--- src/rtl/pipe_hazard_ctrl.sv ---
// pipe_hazard_ctrl: stall/flush controller for a 5-stage pipeline.
// Controls are Mealy outputs of the RUN/MEM_WAIT state and the live hazard
// inputs, so a hazard is answered in the same cycle it appears.
module pipe_hazard_ctrl #(
   parameter int WAIT_MAX = 15,
   parameter int CNT_W    = 16
) (
   input  logic             clk,
   input  logic             rst,
   input  logic [4:0]       id_rs,
   input  logic [4:0]       id_rt,
   input  logic             ex_MemRead,
   input  logic [4:0]       ex_rt,
   input  logic             ex_branch_taken,
   input  logic             mem_req,
   input  logic             mem_ready,
   output logic             pc_write,
   output logic             ifid_write,
   output logic             ifid_flush,
   output logic             idex_flush,
   output logic             pipe_hold,
   output logic             memwb_bubble,
   output logic             mem_timeout,
   output logic [CNT_W-1:0] stall_cnt
);

   typedef enum logic {RUN = 1'b0, MEM_WAIT = 1'b1} fsm_t;

   localparam logic [7:0]       WAIT_LAST = 8'(WAIT_MAX - 1);
   localparam logic [CNT_W-1:0] CNT_MAX   = {CNT_W{1'b1}};

   fsm_t             fsm_q, fsm_d;
   logic [7:0]       wait_cnt_q, wait_cnt_d;
   logic             mem_timeout_q, mem_timeout_d;
   logic [CNT_W-1:0] stall_cnt_q, stall_cnt_d;

   logic lu_hazard;
   logic timeout_now;
   logic mem_stall;

   // Hazard conditions; a timeout only counts while the access is still requested.
   always_comb begin
      lu_hazard   = ex_MemRead && (ex_rt != 5'd0) && ((ex_rt == id_rs) || (ex_rt == id_rt));
      timeout_now = (fsm_q == MEM_WAIT) && mem_req && (wait_cnt_q == WAIT_LAST) && !mem_ready;
      mem_stall   = mem_req && !mem_ready && !timeout_now;
   end

   // State, wait counter, timeout pulse and stall counter registers.
   always_ff @(posedge clk or posedge rst) begin
      if (rst) begin
         fsm_q         <= RUN;
         wait_cnt_q    <= 8'd0;
         mem_timeout_q <= 1'b0;
         stall_cnt_q   <= '0;
      end else begin
         fsm_q         <= fsm_d;
         wait_cnt_q    <= wait_cnt_d;
         mem_timeout_q <= mem_timeout_d;
         stall_cnt_q   <= stall_cnt_d;
      end
   end

   // Next-state logic for the memory-wait FSM and the counters.
   always_comb begin
      fsm_d         = fsm_q;
      wait_cnt_d    = wait_cnt_q;
      mem_timeout_d = timeout_now;
      stall_cnt_d   = stall_cnt_q;
      case (fsm_q)
         RUN: begin
            if (mem_req && !mem_ready) begin
               fsm_d      = MEM_WAIT;
               wait_cnt_d = 8'd1;
            end
         end
         MEM_WAIT: begin
            if (!mem_req || mem_ready || timeout_now) begin
               fsm_d      = RUN;
               wait_cnt_d = 8'd0;
            end else begin
               wait_cnt_d = wait_cnt_q + 8'd1;
            end
         end
         default: begin
            fsm_d      = RUN;
            wait_cnt_d = 8'd0;
         end
      endcase
      if (!pc_write && (stall_cnt_q != CNT_MAX))
         stall_cnt_d = stall_cnt_q + 1'b1;
   end

   // Prioritised stage-register controls; reset forces a frozen, bubbling pipe.
   always_comb begin
      pc_write     = 1'b1;
      ifid_write   = 1'b1;
      ifid_flush   = 1'b0;
      idex_flush   = 1'b0;
      pipe_hold    = 1'b0;
      memwb_bubble = 1'b0;
      if (rst) begin
         pc_write     = 1'b0;
         ifid_write   = 1'b0;
         memwb_bubble = 1'b1;
      end else if (mem_stall) begin
         pc_write     = 1'b0;
         ifid_write   = 1'b0;
         pipe_hold    = 1'b1;
         memwb_bubble = 1'b1;
      end else if (timeout_now) begin
         memwb_bubble = 1'b1;
      end else if (ex_branch_taken) begin
         ifid_flush   = 1'b1;
         idex_flush   = 1'b1;
      end else if (lu_hazard) begin
         pc_write     = 1'b0;
         ifid_write   = 1'b0;
         idex_flush   = 1'b1;
      end
   end

   assign mem_timeout = mem_timeout_q;
   assign stall_cnt   = stall_cnt_q;

endmodule
--- config.mk ---
export PLATFORM = sky130hd
export DESIGN_NAME = pipe_hazard_ctrl
export DESIGN_NICKNAME = d
export VERILOG_FILES = /design/src/rtl/pipe_hazard_ctrl.sv
export SDC_FILE = /design/constraint.sdc
export NUM_CORES = 1
export LEC_CHECK = 0
export CAP_MARGIN = 5
export CORE_MARGIN = 5
export CORE_UTILIZATION = 45
export DETAILED_ROUTE_END_ITERATION = 8
export PLACE_DENSITY = 0.77
export SLEW_MARGIN = 20
export SYNTH_ARGS = -nofsm -noshare
export SYNTH_HDL_FRONTEND = slang
export SYNTH_SLANG_ARGS = --single-unit
--- constraint.sdc ---
create_clock -name clk -period 2.45 [get_ports clk]
set_clock_uncertainty 0.05 [all_clocks]
set_input_delay 0.49 -clock clk [delete_from_list [all_inputs] [get_ports clk]]
set_output_delay 0.49 -clock clk [all_outputs]
set_load 0.005 [all_outputs]
Yosys cells after proc, flatten, opt, wreduce, memory -nomap -nowiden
Index checks and enable logic that the tools add are counted.
{ "word_totals": {"ff_bits": 26, "latch_bits": 0, "ram_bits": 0, "mem_bits_ro": 0, "inputBits": 21, "out_inout_bits": 23, "mem_count": 0} }
{ "classes": {"add_sub_neg": 2, "mul": 0, "div": 0, "magnitude_cmp": 0, "n_eq_ne": 5, "shift": 0, "mux": 25, "bitwise": 1, "n_reduce_logical": 16} }
{ "ops": {"columns": ["cell", "count"], "rows": [
  ["2-to-1 mux 1 bit", 21],
  ["adder 16 x 1 -> 16 bit, second input constant", 1],
  ["2-to-1 mux 8 bit", 2],
  ["inequality test 16 bit, second input constant", 1],
  ["case mux 8 bit (2 select lines)", 1],
  ["equality test 5 bit", 2],
  ["adder 8 x 1 -> 8 bit, second input constant", 1],
  ["equality test 8 x 4 -> 1 bit, second input constant", 1],
  ["logical AND 1 bit", 8],
  ["nonzero test 5 bit", 1],
  ["zero test 1 bit", 4],
  ["logical OR 1 bit", 3],
  ["inequality test 2 bit, second input constant", 1],
  ["case mux 1 bit (2 select lines)", 1],
  ["NOT 1 bit", 1]
]} }

Longest topological paths before layout
Gate-level depths: netlist of the first run.
{ "depth": {"word_depth": 10, "ltp_mapped": 11, "mapped_depth_nobuf": 10} }

Worst setup path after synthesis of the first run
Ideal clock, no wire load.
{ "synth_path": {"path_kind": "input-to-output", "startpoint": "input port ex_rt[1]", "endpoint": "output port pc_write", "t_arrival_ns": 1.783, "required_time_ns": 1.910, "slack_ns": 0.127, "cell_stages": 6, "path_buffers": 2, "path_cell_list": "or4_2 -> o21ai_2 -> o41ai_4 -> buf_6 -> inv_1 -> buf_4"} }
{ "synth_via": {"elab_chain_len": 8, "word_cells_on_any_way": 11, "classes_between": "eq/ne: 2; mux: 5; reduce/logical: 4"} }
{ "synth_lines": {"columns": ["element", "line_no", "rtl"], "rows": [
  ["start: declaration", "13", "input logic [4:0] ex_rt,"],
  ["equality test 5 bit or nonzero test 5 bit (tied branches)", "43", "lu_hazard = ex_MemRead && (ex_rt != 5'd0) && ((ex_rt == id_rs) || (ex_rt == id_rt));"],
  ["logical OR 1 bit or logical AND 1 bit (tied branches)", "43", null],
  ["logical AND 1 bit *", "43", null],
  ["2-to-1 mux 1 bit * (5 in series)", null, null],
  ["end: declaration", "17", "output logic pc_write,"]
]} }
Mark *: on every way between the ends. The rest lies on a longest branch, timed or not.

Final worst setup path of the first run
{ "layout_path": {"startpoint": "input port id_rt[4]", "endpoint": "output port ifid_write"} }
{ "layout_via": {"elab_chain_len": 8} }
{ "layout_lines": {"columns": ["element", "line_no", "rtl"], "rows": [
  ["start: declaration", "11", "input logic [4:0] id_rt,"],
  ["equality test 5 bit", "43", null],
  ["logical OR 1 bit", "43", null],
  ["logical AND 1 bit", "43", null],
  ["2-to-1 mux 1 bit", "115", "end else if (lu_hazard) begin"],
  ["2-to-1 mux 1 bit", "112", "end else if (ex_branch_taken) begin"],
  ["2-to-1 mux 1 bit", "110", "end else if (timeout_now) begin"],
  ["2-to-1 mux 1 bit", "105", "end else if (mem_stall) begin"],
  ["2-to-1 mux 1 bit", "101", "if (rst) begin"],
  ["end: declaration", "18", "output logic ifid_write,"]
]} }
Every way passes these cells.

==> impl_metrics.env, run 1 <==
export IMPL_outcome="complete, no violations"
export IMPL_grt_pass1_vias=1428
export IMPL_met2_usage_pct=31.78
export IMPL_fp_dieW_um=67.38
export IMPL_fin_cells=273
export IMPL_synthTopCellsByArea="dfrtp_1 (44%), xnor2_1 (8.3%), xor2_1 (7.1%)"
export IMPL_hold_viol_final=0
export IMPL_cts_max_level=1
export IMPL_arrival_ps=1870
export IMPL_crit_fanout=2
export IMPL_drv_cap=0
export IMPL_syn_area_per_cell_sq_um=9.496
export IMPL_slew_headroom_pct=68.98
export IMPL_area_delta_synth_final_pct=50.93
export IMPL_power_internal_uw=806.5
export IMPL_synthCells=156
export IMPL_routed_wl_um=3578
export IMPL_synth_area_sq_um=1481
export IMPL_grt_pass1_wl_um=6196
export IMPL_use_met3_pct=3.328
export IMPL_dr_first_iter_drc_count=109
export IMPL_ff2ff_path_depth=14
export IMPL_p_clk_share_pct=19.0
export IMPL_synth_top_area_share_pct=43.92
export IMPL_synth_top_area_cell="dfrtp_1"
export IMPL_cts_made_buffers=3
export IMPL_path_cells="clkdlybuf4s50_1 -> xor2_1 -> nor3_2 -> a22oi_2 -> o41ai_4 -> inv_1 -> buf_2"
export IMPL_async_flop_share_pct=100.0
export IMPL_ctsHoldBuffers=0
export IMPL_gp_congestion=0.7859
export IMPL_switchingPower_uw=340.7
export IMPL_cp_slowest_stage_delay_ps=410
export IMPL_seqPwrFrac_pct=48.3
export IMPL_cts_sinks=26
export IMPL_synthDistinctLibCells=29
export IMPL_ys_top_cells_by_count="dfrtp_1 (26), nand3_1 (19), nor2_1 (19)"
export IMPL_ys_warnings_count=0
export IMPL_clk_pin_slew_worst_paths_ps=140
export IMPL_tritoncts="done"
export IMPL_cts_root_buf="clkbuf_4"
export IMPL_swShare_pct=29.70
export IMPL_max_freq_mhz=414.5
export IMPL_drc=0
export IMPL_insertion_delay_ps=320
export IMPL_top_usage_layer="met2"
export IMPL_worstHoldPathType="register to register"
export IMPL_fin_util_pct=72.06
export IMPL_dp_cells=257
export IMPL_rows=20
export IMPL_detailed_place_hpwl_um=2811
export IMPL_crit_required_ps=1910
export IMPL_drive_above_1_share_pct=23.14
export IMPL_start_util_pct=47.74
export IMPL_power_leakage_uw=0.0009961
export IMPL_powerDensity_nw_per_um2=513.1
export IMPL_diodes=0
export IMPL_dpl_cell_area_sq_um=2076
export IMPL_startpoint_type="primary input"
export IMPL_die_area_sq_um=4539
export IMPL_synth_edf_count=0
export IMPL_grt_use_met1_pct=20.50
export IMPL_synthFlopType="dfrtp_1"
export IMPL_core_sq_um=3103
export IMPL_boundaryPins=44
export IMPL_total_power_uw=1147
export IMPL_numPortBuffers=43
export IMPL_post_route_period_util_pct=98.46
export IMPL_dieHeight_um=67.38
export IMPL_synth_most_common_cell="dfrtp_1"
export IMPL_endpoint_kind="primary output"
export IMPL_maxSlewViolCount=0
export IMPL_overflow=0
export IMPL_vias=1408
export IMPL_worst_pin_slew_ps=463.6
export IMPL_routed_via_density=5.158
export IMPL_final_area_sq_um=2236
export IMPL_grt_antenna_before_repair=0
export IMPL_slowest_stage="clkdlybuf4s50_1"
export IMPL_grt_max_degree=27
export IMPL_min_path_cells=1
export IMPL_crit_type="primary input to primary output"
export IMPL_syn_num_nets=180
export IMPL_firstDrtPassIters=4
export IMPL_wl_per_cell_um=13.11
export IMPL_layout_min_cycle_time_ps=2412
export IMPL_cts_buffer_depth=2
export IMPL_setup_tns_ps=0
export IMPL_vdd_ir_drop_max_uv=398.9
export IMPL_grt_use_total_pct=17.77
export IMPL_yosysSeqAreaShare_pct=43.92
export IMPL_setup_violations=0
export IMPL_p_comb_share_pct=32.7
export IMPL_nets=254
export IMPL_postRouteAntennaNets=0
export IMPL_synth_seq_cells=26
export IMPL_rsz0062_at_grt="yes"
kinds of logic (layout without fill, tap and decap cells):
logic type	count (synthesis)	in the layout	share of synthesized area [%]
AOI/OAI and AO/OA	14	14	7.095
xor gates and xnor gates	26	26	15.37
adders and majority gates	3	3	2.534
buffers and inverters	9	82	3.041
DFF	26	26	43.92
muxes	3	3	2.196
and+or+nand+nor	75	75	25.85
placed cells by master, fill, tap and decap left out, types with 3 or more instances in the layout:
master            n
o21ai_0           9
clkbuf_4          3
and3_1           11
nand3_1          19
xor2_1           11
dlygate4sd2_1     5
nor2_1           16
nand2_1          11
buf_4            30
clkdlybuf4s50_1  32
nand4_1           6
xnor2_1          14
dfrtp_1          26
inv_1             3
metrics by stage:
| step | hold WS, ps | setup WS [ps] |
|---|---|---|
| final | 462.6 | 37.62 |
| after global routing | 489.3 | -68.93 |
| after CTS | 466.6 | -73.12 |
| after detailed placement | 446.4 | -642.6 |
| after global placement | 425.1 | -620.7 |
| after floorplan | 431.4 | 126.6 |
path summary, 6_finish.rpt:
kind,endpoint,slack [ps],from
hold / removal,stall_cnt[6],460,stall_cnt[6]
hold reg to reg,stall_cnt[6],460,stall_cnt[6]
max in group asynchronous,stall_cnt[15],1390,rst
setup / recovery,ifid_write,40,id_rt[4]
min in group asynchronous,stall_cnt[1],710,rst
setup reg to reg,mem_timeout,210,wait_cnt_q[0]
sequential cells by signal (all words and copies together), names as in the netlist:
register and count:
stall_cnt 16, wait_cnt_q 8, fsm_q 1, mem_timeout 1
final cells by class:
cell class                      count  area [sq um]
Inverter                            5         18.77
Multi-Input combinational cell    121         845.8
Clock buffer                        4         36.28
Timing Repair Buffer               73         629.4
Fill cell                         261         867.1
Tap cell                           44         55.05
Sequential cell                    26         650.6
metal layers:
metal  vias to the layer above  routed length, um
met2                        45               1783
met5                         -                  0
met3                         9                215
li1                        685                  -
met1                       669               1474
met4                         0                105
power by group through the flow:
stage                     sequential [uW]  combinational [uW]  clock (uW)
after global placement                559                 359           0
after global routing                  570                 418         242
final                                 554                 375         218
after CTS                             554                 371         223
after detailed placement              562                 367           0
after floorplan                       559                 155           0
worst max-delay path: cells and delay by family:
| family | cells | cell delay [ps] |
|---|---|---|
| compound gates | 2 | 390 |
| xor+xnor | 1 | 150 |
| buf+inv | 3 | 650 |
| simple gates | 1 | 190 |
repair_timing:
action / in CTS / in global routing
resized for setup: 27 / 11
hold endpoints to repair: 0 / 0
setup endpoints to repair: 5 / 5
buffers inserted: 11 / 3
pin swaps: 11 / 6
(Power assumes the default switching activity.)
==> run 2, diff against run 1 <==
--- a/config.mk
+++ b/config.mk
@@ -9,7 +9,7 @@
 export CORE_MARGIN = 5
 export CORE_UTILIZATION = 45
 export DETAILED_ROUTE_END_ITERATION = 8
-export PLACE_DENSITY = 0.77
+export DONT_BUFFER_PORTS = 1
 export SLEW_MARGIN = 20
 export SYNTH_ARGS = -nofsm -noshare
 export SYNTH_HDL_FRONTEND = slang
==> impl_metrics.env, run 2 (synthesized netlist as in run 1, its figures left out) <==
export IMPL_post_route_period_util_pct=94.40
export IMPL_area_delta_synth_final_pct=9.037
export IMPL_max_freq_mhz=432.4
export IMPL_multi_input_area_sq_um=793.3
export IMPL_critPathLaunch="wait_cnt_q[0]"
export IMPL_power_leakage_uw=0.0007094
export IMPL_setup_tns_ps=0
export IMPL_tritoncts="done"
export IMPL_drc=0
export IMPL_dieHeight_um=67.38
export IMPL_crit_required_ps=1910
export IMPL_die_area_sq_um=4539
export IMPL_drv_cap=0
export IMPL_grt_max_degree=27
export IMPL_slowest_stage="dfrtp_1"
export IMPL_firstDrtPassIters=4
export IMPL_clk_pin_slew_worst_paths_ps=140
export IMPL_core_sq_um=3103
export IMPL_grt_antenna_before_repair=0
export IMPL_p_clk_share_pct=27.6
export IMPL_drive_above_1_share_pct=11.73
export IMPL_hold_viol_final=0
export IMPL_final_cell_mix="dfrtp_1 (26), nand3_1 (19), nor2_1 (18)"
export IMPL_rows=20
export IMPL_overflow=0
export IMPL_grt_use_total_pct=15.35
export IMPL_seq_area_sq_um=650.6
export IMPL_routed_via_density=5.534
export IMPL_endpoint_kind="primary output"
export IMPL_crit_fanout=3
export IMPL_nFillCells=293
export IMPL_p_comb_share_pct=18.2
export IMPL_wl_per_cell_um=15.05
export IMPL_setup_violations=0
export IMPL_cts_buffer_depth=2
export IMPL_outcome="complete, no violations"
export IMPL_numPortBuffers=0
export IMPL_whs_ps=57.64
export IMPL_fp_dieW_um=67.38
export IMPL_insertion_delay_ps=320
export IMPL_worst_pin_slew_ps=426.4
export IMPL_startpoint_type="register"
export IMPL_power_internal_uw=746.3
export IMPL_grt_pass1_wl_um=5368
export IMPL_vdd_ir_drop_max_uv=317.7
export IMPL_arrival_ps=1770
export IMPL_layout_min_cycle_time_ps=2313
export IMPL_worstHoldPathType="primary input to async pin"
export IMPL_diodes=0
export IMPL_swShare_pct=29.27
export IMPL_cts_sinks=26
export IMPL_critPathMostFrequentCell="inv_2"
export IMPL_cts_made_buffers=3
export IMPL_boundaryPins=44
export IMPL_dr_first_iter_drc_count=44
export IMPL_maxSlewViolCount=0
export IMPL_gp_congestion=0.8356
export IMPL_powerDensity_nw_per_um2=653.2
export IMPL_slew_headroom_pct=71.47
export IMPL_fin_util_pct=52.06
export IMPL_detailed_place_hpwl_um=2403
export IMPL_cts_max_level=1
export IMPL_seqPwrFrac_pct=54.2
export IMPL_switchingPower_uw=308.8
export IMPL_path_cells="inv_2 -> ha_1 -> and4bb_2 -> nand4_1 -> nand2_1 -> inv_2 -> nor2_4 -> o41ai_4 -> inv_2"
export IMPL_cp_slowest_stage_delay_ps=420
export IMPL_largest_register_ffs=16
export IMPL_grt_pass1_vias=1225
export IMPL_postRouteAntennaNets=0
export IMPL_nets=187
export IMPL_r2r_start="wait_cnt_q[1]"
export IMPL_rsz0062_at_grt="no"
export IMPL_vias=1140
export IMPL_final_common_cell="dfrtp_1"
export IMPL_cts_root_buf="clkbuf_4"
export IMPL_rrSetupSlack_ps=290
export IMPL_crit_type="register to primary output"
export IMPL_ff2ff_path_depth=10
export IMPL_reg2reg_to="stall_cnt[12]"
export IMPL_start_util_pct=47.74
export IMPL_routed_wl_um=3100
[run 2: changes by cell type in the layout (fill, tap and decap cells not counted), moves of 2 or more]
cell,previous run,this run
nor2_1,16,18
buf_4,30,6
clkdlybuf4s50_1,32,0
buf_2,2,0
clkdlybuf4s15_1,2,0
dlygate4sd2_1,5,0
clkbuf_2,2,0
nor2_2,2,0
[run 2: metal layers]
metal / up-vias / share of wire, % / global-route usage, %
li1: 556 / - / -
met1: 538 / 43 / 18.19
met2: 44 / 48 / 26.87
met3: 2 / 8.4 / 5.324
met4: 0 / 0.48 / 3.038
met5: - / 0 / 0
[run 2: worst max-delay path, delay by kind of cell, from the launching register on]
kind                       cells  cell delay [ps]
and+or+nand+nor                4              560
AOI/OAI and AO/OA              1              110
adders and majority gates      1              130
DFF                            1              420
buffers and inverters          3              240
[run 2: how the worst max path moves through the flow]
stage	endpoint	slack, ps	cells after the start
after floorplan	pc_write	130	6
after global placement	ifid_write	3	5
after detailed placement	pc_write	-50	5
after CTS	pc_write	20	9
after global routing	ifid_write	5	9
final	pc_write	140	9
[run 2: final cells by class]
cell class                 instances  area share [%]
sequential                        26           40.28
timing repair buffer               6           2.789
clock buffer                       3           1.394
clock inverter                     1           1.859
tap                               44           3.408
multi-input combinational        121           49.11
inverter                           5           1.162
[run 2: power groups by stage]
stage               combinational [uW]  sequential [uW]  clock [uW]
detailed placement                 186              584           0
CTS                                195              574         304
global route                       219              584         318
floorplan                          155              559           0
finish                             192              572         292
global placement                   172              580           0
[run 2: per-stage QoR]
| stage | worst slack [ps] | total power [uW] | cell area (sq um) | cells |
|---|---|---|---|---|
| after floorplan | 126.6 | 713.9 | 1481 | 156 |
| after global placement | 2.973 | 752.3 | 1525 | 198 |
| after detailed placement | -52.04 | 769.2 | 1525 | 198 |
| after CTS | 24.75 | 1073 | 1608 | 205 |
| after global routing | 4.598 | 1121 | 1615 | 206 |
| final | 137.3 | 1055 | 1615 | 206 |
[run 2: what timing repair did]
| action | 4_1_cts | 5_1_grt |
|---|---|---|
| hold endpoints to repair | 0 | 0 |
| buffers inserted | 3 | 1 |
| setup endpoints to repair | 2 | 2 |
| hold buffers | 0 | 0 |
| pin swaps | 1 | 1 |
| gates resized for setup | 3 | 2 |
